<file path="src/rtl/bitwise_lu_seq_if.sv">
// ---------------------------------------------------------------------------
// bitwise_lu_seq_if
// Operand/result bundle for the sequential bitwise logic unit.
//
//   start   master->slave  request; sampled by the unit only while idle
//   op      master->slave  00 AND, 01 OR, 10 XOR, 11 XNOR
//   A, B    master->slave  operands, WIDTH bits
//   F       slave->master  result register, WIDTH bits
//   busy    slave->master  operation in progress
//   done    slave->master  one-cycle completion pulse
//   zero    slave->master  F == 0
//   parity  slave->master  XOR-reduction of F
//
// Handshake: a request is taken on a rising edge where start=1 and busy=0.
// The unit then keeps busy=1 for WIDTH/LANE cycles. busy drops in the same
// edge that raises done. A start presented while done=1 is accepted on the
// next edge, so consecutive operations run with no gap. start seen while
// busy=1 is dropped, not queued.
// ---------------------------------------------------------------------------
interface bitwise_lu_seq_if #(
    parameter int WIDTH = 8
);
    logic             start;
    logic [1:0]       op;
    logic [WIDTH-1:0] A;
    logic [WIDTH-1:0] B;
    logic [WIDTH-1:0] F;
    logic             busy;
    logic             done;
    logic             zero;
    logic             parity;

    modport master (
        output start, op, A, B,
        input  F, busy, done, zero, parity
    );

    modport slave (
        input  start, op, A, B,
        output F, busy, done, zero, parity
    );
endinterface

</file>
<file path="src/rtl/bitwise_lu_seq.sv">
// ---------------------------------------------------------------------------
// bitwise_lu_seq
// Sequential AND/OR/XOR/XNOR unit. Operands are latched when a start is
// accepted. The unit then processes LANE bits per cycle, least-significant
// lane first. F, zero and parity are written together in the cycle that
// finishes the last lane, so partial results are never visible.
//
// Parameters: WIDTH (operand width, a multiple of LANE), LANE (bits/cycle)
// Ports:
//   clk      rising-edge clock
//   rst_n    asynchronous active-low reset
//   bus      slave side of bitwise_lu_seq_if (start/op/A/B in, F/flags out)
//   state_o  debug view of the FSM: 0 = IDLE, 1 = RUN
// ---------------------------------------------------------------------------
module bitwise_lu_seq #(
    parameter int WIDTH = 8,
    parameter int LANE  = 2
) (
    input  logic              clk,
    input  logic              rst_n,
    bitwise_lu_seq_if.slave   bus,
    output logic              state_o
);
    localparam int N  = WIDTH / LANE;
    localparam int IW = (N > 1) ? $clog2(N) : 1;

    typedef enum logic {
        S_IDLE = 1'b0,
        S_RUN  = 1'b1
    } state_t;

    state_t           state_q;
    logic [WIDTH-1:0] a_q, b_q, acc_q, f_q;
    logic [1:0]       op_q;
    logic [IW-1:0]    idx_q;
    logic             done_q, zero_q, parity_q;

    logic [LANE-1:0]  a_lane, b_lane, lane_res;
    logic [WIDTH-1:0] acc_d;
    logic             last_lane;

    // Operate on the current lane and merge it into a copy of the
    // accumulator. On the last lane, acc_d is the complete result, and it is
    // what F and the flags take.
    always_comb begin
        a_lane = a_q[int'(idx_q)*LANE +: LANE];
        b_lane = b_q[int'(idx_q)*LANE +: LANE];
        case (op_q)
            2'b00:   lane_res = a_lane & b_lane;
            2'b01:   lane_res = a_lane | b_lane;
            2'b10:   lane_res = a_lane ^ b_lane;
            default: lane_res = ~(a_lane ^ b_lane);
        endcase
        acc_d = acc_q;
        acc_d[int'(idx_q)*LANE +: LANE] = lane_res;
        last_lane = (idx_q == IW'(N - 1));
    end

    always_ff @(posedge clk or negedge rst_n) begin
        if (!rst_n) begin
            state_q  <= S_IDLE;
            a_q      <= '0;
            b_q      <= '0;
            op_q     <= 2'b00;
            acc_q    <= '0;
            idx_q    <= '0;
            f_q      <= '0;
            zero_q   <= 1'b1;
            parity_q <= 1'b0;
            done_q   <= 1'b0;
        end else begin
            case (state_q)
                S_IDLE: begin
                    // done is a single-cycle pulse. It always falls in the
                    // first IDLE cycle, even when a new start is taken here.
                    done_q <= 1'b0;
                    if (bus.start) begin
                        a_q     <= bus.A;
                        b_q     <= bus.B;
                        op_q    <= bus.op;
                        acc_q   <= '0;
                        idx_q   <= '0;
                        state_q <= S_RUN;
                    end
                end
                S_RUN: begin
                    acc_q <= acc_d;
                    if (last_lane) begin
                        f_q      <= acc_d;
                        zero_q   <= (acc_d == '0);
                        parity_q <= ^acc_d;
                        done_q   <= 1'b1;
                        idx_q    <= '0;
                        state_q  <= S_IDLE;
                    end else begin
                        idx_q <= idx_q + IW'(1);
                    end
                end
                default: state_q <= S_IDLE;
            endcase
        end
    end

    assign bus.F      = f_q;
    assign bus.busy   = (state_q == S_RUN);
    assign bus.done   = done_q;
    assign bus.zero   = zero_q;
    assign bus.parity = parity_q;
    assign state_o    = state_q;
endmodule

</file>
<file path="src/flat_wrapper.sv">
// flat-port wrapper written by rule: the top's interface ports become plain ports
module bitwise_lu_seq_flat 
#(
    parameter int WIDTH = 8,
    parameter int LANE  = 2
)
  (clk, rst_n, state_o, bus_start, bus_op, bus_A, bus_B, bus_F, bus_busy, bus_done, bus_zero, bus_parity);
  bitwise_lu_seq_if #(.WIDTH(WIDTH)) bus_i ();
  input  logic clk;
  input  logic rst_n;
  output logic state_o;
  input wire logic [$bits(bus_i.start)-1:0] bus_start;
  input wire logic [$bits(bus_i.op)-1:0] bus_op;
  input wire logic [$bits(bus_i.A)-1:0] bus_A;
  input wire logic [$bits(bus_i.B)-1:0] bus_B;
  output wire logic [$bits(bus_i.F)-1:0] bus_F;
  output wire logic [$bits(bus_i.busy)-1:0] bus_busy;
  output wire logic [$bits(bus_i.done)-1:0] bus_done;
  output wire logic [$bits(bus_i.zero)-1:0] bus_zero;
  output wire logic [$bits(bus_i.parity)-1:0] bus_parity;
  assign bus_i.start = bus_start;
  assign bus_i.op = bus_op;
  assign bus_i.A = bus_A;
  assign bus_i.B = bus_B;
  assign bus_F = bus_i.F;
  assign bus_busy = bus_i.busy;
  assign bus_done = bus_i.done;
  assign bus_zero = bus_i.zero;
  assign bus_parity = bus_i.parity;
  bitwise_lu_seq #(.WIDTH(WIDTH), .LANE(LANE)) u_core (.clk(clk), .rst_n(rst_n), .bus(bus_i), .state_o(state_o));
endmodule
</file>
<file path="config.mk">
export PLATFORM = sky130hd
export DESIGN_NAME = bitwise_lu_seq_flat
export DESIGN_NICKNAME = d
export VERILOG_FILES = /design/src/rtl/bitwise_lu_seq_if.sv /design/src/rtl/bitwise_lu_seq.sv /design/src/flat_wrapper.sv
export SDC_FILE = /design/constraint.sdc
export NUM_CORES = 1
export LEC_CHECK = 0
export ABC_AREA = 1
export ABC_CLOCK_PERIOD_IN_PS = 2400
export BUFFER_PORTS_ARGS = -buffer_cell sky130_fd_sc_hd__buf_2
export CORE_MARGIN = 3
export CORE_UTILIZATION = 45
export DETAILED_ROUTE_END_ITERATION = 10
export MAX_ROUTING_LAYER = met4
export PLACE_DENSITY = 0.68
export REMOVE_ABC_BUFFERS = 1
export SYNTH_ARGS = -nofsm -noshare
export SYNTH_HDL_FRONTEND = slang
export SYNTH_SLANG_ARGS = --single-unit
</file>
<file path="constraint.sdc">
create_clock -name clk -period 2.4 [get_ports clk]
set_input_delay 0.48 -clock clk [delete_from_list [all_inputs] [get_ports clk]]
set_output_delay 0.48 -clock clk [all_outputs]
set_load 0.005 [all_outputs]
</file>
==> flow_metrics.tcl, run 1 <==
set metrics [dict create \
    status "finished clean" \
    worstSetupPathType "flip-flop to flip-flop" \
    cts_root_buf "clkbuf_8" \
    cp-start-kind "flip-flop" \
    numPortBuffers 33 \
    synthCells 238 \
    hpwl_um 3120 \
    cp_slowest_stage_delay_ps 460 \
    dieArea_um2 5640 \
    path_clk_slew_ps 80 \
    grtUsageTotal_pct 17.1 \
    leakage_nw 1.32 \
    drt_iter0_drc 96 \
    drc 0 \
    die_x_um 75.1 \
    worst-endpoint-required_ps 2590 \
    ir_drop_uv 744 \
    ys_seq_area_share_pct 46.7 \
    hold_path_class "input port to async pin" \
    cts.sinks 40 \
    fill_cells 379 \
    synthTopCellsByCount "nand2_1 (60), dfrtp_1 (39), inv_1 (23), mux2_2 (17), nor2_1 (11)" \
    clock.fmax_mhz 419 \
    overflow 0 \
    n_antenna_cell 0 \
    finalPower_mw 4.18 \
    finalWorstSetupSlack_ps 11.4 \
    io-pin-count 34 \
    cts_made_buffers 5 \
    vias 1750 \
    final_max_slew_viol_count 0 \
    finish.utilization_pct 61.6 \
    initial_core_util_pct 48.0 \
    synth_top_area_share_pct 45.5 \
    design.core.area_um2 4470 \
    wire_per_inst_um 13.6 \
    rows 24 \
    yosysMostFrequentCell "nand2_1" \
    ys_ff_latch 40 \
    yosys-top-cells-area "dfrtp_1 (45%), nand2_1 (10%), mux2_2 (8.9%)" \
    grt_pass1_vias 1578 \
    grt_setup_unrepaired "true" \
    avgSynthCellArea_um2 9.02 \
    routed_wirelength_um 4660 \
    synth_area_um2 2150 \
    worstSetupEndpointType "flip-flop" \
    cts_tree "built" \
    cp_data_arrival_time_ps 2570 \
    first_pass_iters 5 \
    yosys_warnings 0 \
    grt_max_degree 41 \
    via_per_inst 5.09 \
    crit_top_cell "nand2_1" \
    post-route-period-util_pct 99.5 \
    cp_slowest_cell "dfrtp_2" \
    synth_edf_count 0 \
    layout-drive-gt1-share_pct 44.2 \
    crit_chain "clkinvlp_4 -> nand2_1 -> a32oi_2 -> inv_2 -> ha_4 -> o21ai_2 -> nand3_2 -> nand3_2 -> o21ai_4 -> nor2_4 -> inv_1 -> nand2_1 -> nand3_1 -> nand2_1 -> nand2_1 -> nand3_2 -> nand2_1" \
    slew_headroom_pct 42.4 \
    synth_ff_type "dfrtp_1" \
    cts_hold_buf 0 \
    hold_viol_final 0 \
    grt_pass1_wl_um 7060 \
    clk_latency_ps 290 \
    clk_path_buf_depth 2 \
    antenna_found_initial 0 \
    place_ws_ps -8.28 \
    gp_congestion 0.855 \
    tightestPinTransition_ps 865 \
    setup_viol 0 \
    maxCapViolCount 0 \
    synth_cell_types 27 \
    synth_top_cell_by_area "dfrtp_1" \
    cts-htree-levels 2 \
    synthArstFlopShare_pct 100 \
    drtAntennaViolNets 0 \
    fp.dieH_um 75.1 \
    period_needed_ps 2390 \
    final_nets 322 \
    fin_skew_ps 5.23 \
    holdWs_ps 298 \
    critical_path_peak_fanout 5 \
    syn2layout_area_growth_pct 28.4 \
    power_density_nw_per_um2 1510 \
]
[layout by cell type (no fill, tap or decap)]
| master | count |
|---|---|
| a32oi_2 | 4 |
| o31ai_1 | 2 |
| bufinv_16 | 1 |
| dfstp_2 | 1 |
| mux2_2 | 17 |
| buf_2 | 33 |
| ha_4 | 2 |
| nand2_2 | 9 |
| clkinv_2 | 2 |
| dfrtp_2 | 1 |
| o21ai_2 | 2 |
| buf_6 | 1 |
| nor2_4 | 1 |
| nand4_4 | 2 |
| nor3_2 | 2 |
| ha_1 | 8 |
| o21bai_1 | 4 |
| nand3_2 | 7 |
| nor2_1 | 8 |
| buf_4 | 17 |
| a21oi_1 | 5 |
| inv_1 | 19 |
| o22ai_1 | 7 |
| nand4_1 | 3 |
| inv_2 | 8 |
| clkinvlp_4 | 3 |
| clkbuf_8 | 5 |
| o21ai_0 | 10 |
| nor2_2 | 9 |
| nand3_1 | 4 |
| dfrtp_1 | 38 |
| nand2_1 | 55 |
| o21ai_4 | 2 |
[critical path, delay by kind of cell (launching register included)]
family / cells / cell delay (ps)
buffers and inverters: 3 / 270
adders and majority gates: 1 / 240
AOI/OAI and AO/OA: 3 / 450
and+or+nand+nor: 10 / 870
DFF: 1 / 460
[area by class of cell]
type,instances,area (um^2),area share [%]
multi-input cells,163,1150,41.8
flip-flops and latches,40,1000,36.4
repair buffers,51,304,11.0
inverters,29,114,4.13
clock buffers,5,68.8,2.50
well taps,52,65.1,2.36
clock inverters,3,42.5,1.54
repair inverters,1,7.51,0.272
[what timing repair did]
item / in CTS / in global routing
resized for setup: 2 / 33
pin swaps: 0 / 19
setup buffers: 0 / 7
endpoints found under the setup margin: 1 / 4
cloned: 0 / 1
[cell families (layout without fill, tap and decap cells)]
kind of cell,after synthesis,after routing,share of synthesized area [%]
and+or+nand+nor,100,100,21.6
DFF,40,40,46.7
AOI/OAI and AO/OA,36,36,10.5
buffers and inverters,35,89,6.41
muxes,17,17,8.92
adders and majority gates,10,10,5.83
[flip-flops by register name, summed over array words and instances, names as in the netlist]
name	count
u_core.a_q	8
u_core.b_q	8
u_core.op_q	2
u_core.bus.F	8
u_core.bus.done	1
u_core.bus.busy	1
u_core.idx_q	2
u_core.acc_q	8
u_core.bus.parity	1
u_core.bus.zero	1
[per-layer routing]
layer | wire (um) | GRT usage, %
met2 | 2200 | 25.0
met4 | 80 | 6.92
met5 | 0 | -
met3 | 163 | 4.01
met1 | 2220 | 22.9
[through the flow]
step | setup TNS, ps | instance area (um^2) | cells
2_1_floorplan | -71.1 | 2120 | 232
3_3_place_gp | 0 | 2430 | 328
3_5_place_dp | -8.28 | 2430 | 328
4_1_cts | 0 | 2550 | 336
5_1_grt | -334 | 2760 | 344
6_report | 0 | 2760 | 344
[power by group]
| part | switching, mW | total (mW) | internal [mW] |
|---|---|---|---|
| clock | 0.229 | 0.537 | 0.307 |
| combinational | 1.40 | 2.45 | 1.05 |
| sequential | 0.202 | 1.19 | 0.986 |
[final timing paths]
check / startpoint / depth (start not counted) / end / slack, ps
min reg2reg: u_core.bus.F[0] / 2 / u_core.bus.F[0] / 480
min: rst_n / 1 / u_core.bus.F[1] / 300
max: u_core.idx_q[0] / 17 / u_core.bus.parity / 10
max reg2reg: u_core.idx_q[0] / 17 / u_core.bus.parity / 10
max in group asynchronous: rst_n / 1 / u_core.idx_q[0] / 1500
min in group clk: bus_A[0] / 2 / u_core.a_q[0] / 410
(Power assumes the default switching activity.)
==> run 2: changes to the inputs <==
--- a/config.mk
+++ b/config.mk
@@ -5,7 +5,6 @@
 export SDC_FILE = /design/constraint.sdc
 export NUM_CORES = 1
 export LEC_CHECK = 0
-export ABC_AREA = 1
 export ABC_CLOCK_PERIOD_IN_PS = 2400
 export BUFFER_PORTS_ARGS = -buffer_cell sky130_fd_sc_hd__buf_2
 export CORE_MARGIN = 3
==> flow_metrics.tcl, run 2 <==
set metrics [dict create \
    wire_per_inst_um 15.0 \
    synth_area_um2 2290 \
    path_delay_family "compound AO/OA/AOI/OAI gates" \
    finalWorstSetupSlack_ps -244 \
    yosys-top-cells-area "dfrtp_1 (43%), mux2_2 (9.8%), ha_1 (5.5%)" \
    synth_top_cell_by_area "dfrtp_1" \
    cp_data_arrival_time_ps 2860 \
    setup_viol 2 \
    synthTopCellsByCount "dfrtp_1 (39), mux2_2 (20), nand2_1 (14), ha_1 (10)" \
    n_antenna_cell 0 \
    power_density_nw_per_um2 1600 \
    yosysMostFrequentCell "dfrtp_1" \
    drt_iter0_drc 114 \
    overflow 0 \
    grt_setup_unrepaired "true" \
    critical_path_peak_fanout 6 \
    cp_slowest_cell "mux4_2" \
    routed_wirelength_um 4670 \
    maxCapViolCount 0 \
    die_x_um 77.3 \
    rrSetupSlack_ps -240 \
    numPortBuffers 33 \
    final_common_cell "dfrtp_1" \
    synth_cell_types 53 \
    via_per_inst 5.18 \
    worst-endpoint-required_ps 2620 \
    initial_core_util_pct 47.5 \
    hold_viol_final 0 \
    first_pass_iters 4 \
    post-route-period-util_pct 110 \
    tns_ps -363 \
    clk_latency_ps 300 \
    r2r_start "u_core.idx_q[0]" \
    cts_made_buffers 5 \
    final_cell_mix "dfrtp_1 (38), buf_2 (33), buf_4 (22)" \
    fp.dieH_um 77.3 \
    hpwl_um 3300 \
    ir_drop_uv 629 \
    tightestPinTransition_ps 862 \
    failed_checks "negative setup slack" \
    final_max_slew_viol_count 0 \
    rows 25 \
    path_clk_slew_ps 90 \
    finalPower_mw 4.51 \
    gp_congestion 0.812 \
    ff2ff_path_depth 9 \
    clk_path_buf_depth 2 \
    slew_headroom_pct 42.6 \
    antenna_found_initial 0 \
    cts.sinks 40 \
    leakage_nw 1.29 \
    avgSynthCellArea_um2 11.9 \
    dieArea_um2 5980 \
    r2r-end "u_core.bus.parity" \
    final_nets 275 \
    design.core.area_um2 4820 \
    clock.fmax_mhz 378 \
    synthArstFlopShare_pct 100 \
    cts-htree-levels 2 \
    worstSetupEndpointType "flip-flop" \
    grtUsageTotal_pct 16.9 \
    synth_edf_count 0 \
    vias 1616 \
    drc 0 \
    crit_top_cell "a21oi_4" \
    syn2layout_area_growth_pct 23.3 \
    crit_chain "mux4_2 -> ha_1 -> or2_4 -> a21oi_4 -> a21oi_4 -> a21oi_1 -> o221ai_2 -> xnor3_1 -> o21ai_1" \
    synth_top_area_share_pct 42.6 \
    layout-drive-gt1-share_pct 47.8 \
    drtAntennaViolNets 0 \
    yosys_warnings 0 \
    fin_skew_ps 7.70 \
    synth_ff_type "dfrtp_1" \
    ys_seq_area_share_pct 43.8 \
    io-pin-count 34 \
    ys_ff_latch 40 \
    grt_pass1_wl_um 7730 \
    cp_slowest_stage_delay_ps 540 \
    synthCells 192 \
    hold_path_class "input port to async pin" \
    fill_cells 417 \
    worstSetupPathType "flip-flop to flip-flop" \
    grt_max_degree 41 \
    cts_root_buf "clkbuf_8" \
    cts_tree "built" \
    grt_pass1_vias 1553 \
    period_needed_ps 2640 \
    path_buf_inv 0 \
    cp-start-kind "flip-flop" \
    status "complete, but fails checks" \
]
[run 2: cell count changes after synthesis, moves of 4 or more]
cell | before | now
a32o_1 | 0 | 6
nand3_2 | 4 | 0
nand2_1 | 60 | 14
mux4_1 | 0 | 4
mux2i_1 | 0 | 4
nor2_2 | 7 | 0
o21bai_1 | 4 | 0
nand2b_1 | 0 | 8
nor2b_1 | 0 | 5
inv_1 | 23 | 7
o22ai_1 | 7 | 1
nand3_1 | 7 | 3
nand2_2 | 4 | 0
[run 2: worst max path at each step]
| stage | startpoint | to | slack [ps] | cells past startpoint |
|---|---|---|---|---|
| after floorplan | u_core.idx_q[0] | u_core.bus.parity | -360 | 10 |
| after global placement | u_core.idx_q[0] | u_core.bus.parity | -280 | 10 |
| after detailed placement | u_core.idx_q[0] | u_core.bus.parity | -410 | 10 |
| after CTS | u_core.idx_q[0] | u_core.bus.parity | -310 | 10 |
| after global routing | u_core.idx_q[0] | u_core.bus.parity | -390 | 10 |
| final | u_core.idx_q[0] | u_core.bus.parity | -240 | 9 |
[run 2: kinds of logic (layout without fill, tap and decap cells)]
group | Yosys count | after routing | share of synthesized area, %
AO/OA/AOI/OAI | 34 | 34 | 12.2
XOR/XNOR | 6 | 6 | 3.23
adder cells (fa/ha/maj) | 10 | 10 | 5.47
buffers and inverters | 19 | 72 | 4.54
flip-flops | 40 | 40 | 43.8
multiplexers | 28 | 28 | 16.2
AND/OR/NAND/NOR | 55 | 55 | 14.5
[run 2: layout make-up]
type	count	area [um^2]	area share, %
Clock buffer	5	68.8	2.44
Clock inverter	3	47.5	1.68
Inverter	8	30.0	1.06
Multi-Input combinational cell	133	1250	44.2
Sequential cell	40	1000	35.5
Tap cell	67	83.8	2.97
Timing Repair Buffer	56	342	12.1
[run 2: what timing repair did]
action	in CTS	in global routing
endpoints found under the setup margin	6	7
setup buffers	1	1
hold buffers	0	0
pin swaps	7	5
cloned	0	0
gates resized for setup	11	9
[run 2: worst register-to-register path: stages, from the launching register on]
cell      delay [ps]
dfrtp_2          450
mux4_2           540
ha_1             220
or2_4            250
a21oi_4          150
a21oi_4           80
a21oi_1          250
o221ai_2         160
xnor3_1          350
o21ai_1          130
[run 2: layer usage]
| layer | vias up | GRT usage [%] | routed length [um] |
|---|---|---|---|
| li1 | 791 | - | - |
| met1 | 790 | 25.0 | 2390 |
| met2 | 30 | 22.9 | 2080 |
| met3 | 5 | 4.69 | 160 |
| met4 | 0 | 3.74 | 40 |
| met5 | - | - | 0 |
[run 2: power by group]
group / internal (mW) / switching (mW)
sequential: 0.975 / 0.276
combinational: 1.47 / 1.22
clock: 0.313 / 0.254
total: 2.76 / 1.75
[run 2: through the flow]
stage / worst slack (ps) / util, % / cell area, um^2 / hold slack, ps / std cells
floorplan: -357 / - / 2210 / 184 / 181
global placement: -280 / 54.4 / 2620 / 461 / 302
detailed placement: -414 / 54.4 / 2620 / 464 / 302
CTS: -313 / 57.4 / 2770 / 326 / 311
global route: -391 / 58.6 / 2820 / 343 / 312
finish: -244 / 58.6 / 2820 / 291 / 312
==> run 3: changes to the inputs <==
--- a/config.mk
+++ b/config.mk
@@ -11,7 +11,7 @@
 export CORE_UTILIZATION = 45
 export DETAILED_ROUTE_END_ITERATION = 10
 export MAX_ROUTING_LAYER = met4
-export PLACE_DENSITY = 0.68
+export PLACE_DENSITY_LB_ADDON = 0.05
 export REMOVE_ABC_BUFFERS = 1
 export SYNTH_ARGS = -nofsm -noshare
 export SYNTH_HDL_FRONTEND = slang
==> flow_metrics.tcl, run 3 (same netlist as run 2, synthesis figures left out) <==
set metrics [dict create \
    first_pass_iters 4 \
    grtUsageTotal_pct 18.2 \
    comb_power_share_pct 60.0 \
    drtAntennaViolNets 0 \
    via_per_inst 5.25 \
    slew_headroom_pct 42.2 \
    initial_core_util_pct 47.5 \
    worstSetupPathType "flip-flop to flip-flop" \
    wire_per_inst_um 15.6 \
    power_density_nw_per_um2 1610 \
    grt_pass1_wl_um 8250 \
    clkPwrFrac_pct 13.0 \
    grt_max_degree 41 \
    grt_setup_unrepaired "true" \
    finalWorstSetupSlack_ps -228 \
    period_needed_ps 2630 \
    tightestPinTransition_ps 868 \
    final_common_cell "dfrtp_1" \
    io-pin-count 34 \
    p_sw_mw 1.76 \
    path_clk_slew_ps 80 \
    setup_viol 1 \
    final_nets 278 \
    dieArea_um2 5980 \
    design.core.area_um2 4820 \
    power_frac_seq_pct 26.9 \
    fin_area_um2 2850 \
    hold_viol_final 0 \
    cts-htree-levels 2 \
    holdWs_ps 296 \
    post-route-period-util_pct 110 \
    post-place-cells 305 \
    worstSetupEndpointType "flip-flop" \
    cp-start-kind "flip-flop" \
    critical_path_peak_fanout 5 \
    fp.dieH_um 77.3 \
    fin_skew_ps 7.13 \
    fin_cells 315 \
    fill_cells 440 \
    gp_congestion 0.842 \
    internal_power_mw 2.84 \
    final_max_slew_viol_count 0 \
    die_x_um 77.3 \
    n_antenna_cell 0 \
    leakage_nw 1.31 \
    numPortBuffers 33 \
    routed_wirelength_um 4910 \
    layout-drive-gt1-share_pct 48.8 \
    antenna_found_initial 0 \
    tns_ps -228 \
    drc 0 \
    ir_drop_uv 713 \
    swShare_pct 38.3 \
    clk_path_buf_depth 2 \
    status "complete, but fails checks" \
    rows 25 \
    drt_iter0_drc 91 \
    cts_hold_buf 0 \
    hold_path_class "input port to async pin" \
    grt_pass1_vias 1760 \
    failed_checks "negative setup slack" \
    dpl_cell_area_um2 2640 \
    cts_tree "built" \
    finish.utilization_pct 59.2 \
    maxCapViolCount 0 \
    clock.fmax_mhz 380 \
    hpwl_um 3730 \
    final_cell_mix "dfrtp_1 (38), buf_2 (33), buf_4 (25)" \
    clk_latency_ps 300 \
    overflow 0 \
    vias 1655 \
    cts_made_buffers 5 \
    cp_data_arrival_time_ps 2860 \
    cts.sinks 40 \
    worst-endpoint-required_ps 2630 \
    cts_root_buf "clkbuf_8" \
    syn2layout_area_growth_pct 24.6 \
]
-- run 3: critical path, stage by stage, from the launching register on --
cell and delay [ps]:
dfrtp_2 450, mux4_2 550, inv_2 90, ha_4 210
xnor2_4 150, and3b_1 180, nor3_2 230, xnor2_1 170
xor2_1 200, xnor3_1 230, o21ai_1 110
-- run 3: layout make-up --
| class | instances | area, um^2 | area share [%] |
|---|---|---|---|
| Tap cell | 67 | 83.8 | 2.94 |
| Sequential cell | 40 | 1000 | 35.2 |
| Multi-Input combinational cell | 133 | 1240 | 43.6 |
| Clock inverter | 1 | 30.0 | 1.05 |
| Inverter | 8 | 30.0 | 1.05 |
| Timing Repair Buffer | 59 | 364 | 12.8 |
| Clock buffer | 7 | 96.3 | 3.38 |
-- run 3: worst paths after layout --
check                                start                 to  slack (ps)  depth (start not counted)
min in group clk                 bus_op[1]     u_core.op_q[1]         410                          2
max reg2reg                u_core.idx_q[0]  u_core.bus.parity        -230                         10
max in group asynchronous            rst_n    u_core.idx_q[0]        1510                          1
min reg2reg                u_core.bus.done    u_core.bus.done         480                          1
max                        u_core.idx_q[0]  u_core.bus.parity        -230                         10
min                                  rst_n     u_core.op_q[1]         300                          1
-- run 3: metrics by stage --
stage / total power, mW / setup WS, ps
floorplan: 2.82 / -357
global placement: 3.56 / -273
detailed placement: 3.65 / -395
CTS: 4.55 / -255
global route: 4.93 / -397
finish: 4.60 / -228
-- run 3: timing repair --
action / CTS / global route
gates cloned: 0 / 0
pin swaps: 6 / 6
setup buffers: 0 / 2
gates resized for setup: 14 / 7
endpoints found under the setup margin: 10 / 3
-- run 3: power groups by stage --
stage / combinational [mW] / sequential (mW) / clock, mW
floorplan: 1.62 / 1.20 / 0
global placement: 2.34 / 1.22 / 0
detailed placement: 2.41 / 1.23 / 0
CTS: 2.69 / 1.25 / 0.616
global route: 3.00 / 1.29 / 0.643
finish: 2.76 / 1.24 / 0.599
-- run 3: per-layer routing --
| metal | GRT usage, % | up-vias | wire (um) |
|---|---|---|---|
| li1 | - | 792 | - |
| met3 | 3.87 | 7 | 235 |
| met4 | 6.76 | 0 | 71 |
| met1 | 22.5 | 820 | 2190 |
| met5 | - | - | 0 |
| met2 | 29.3 | 36 | 2410 |
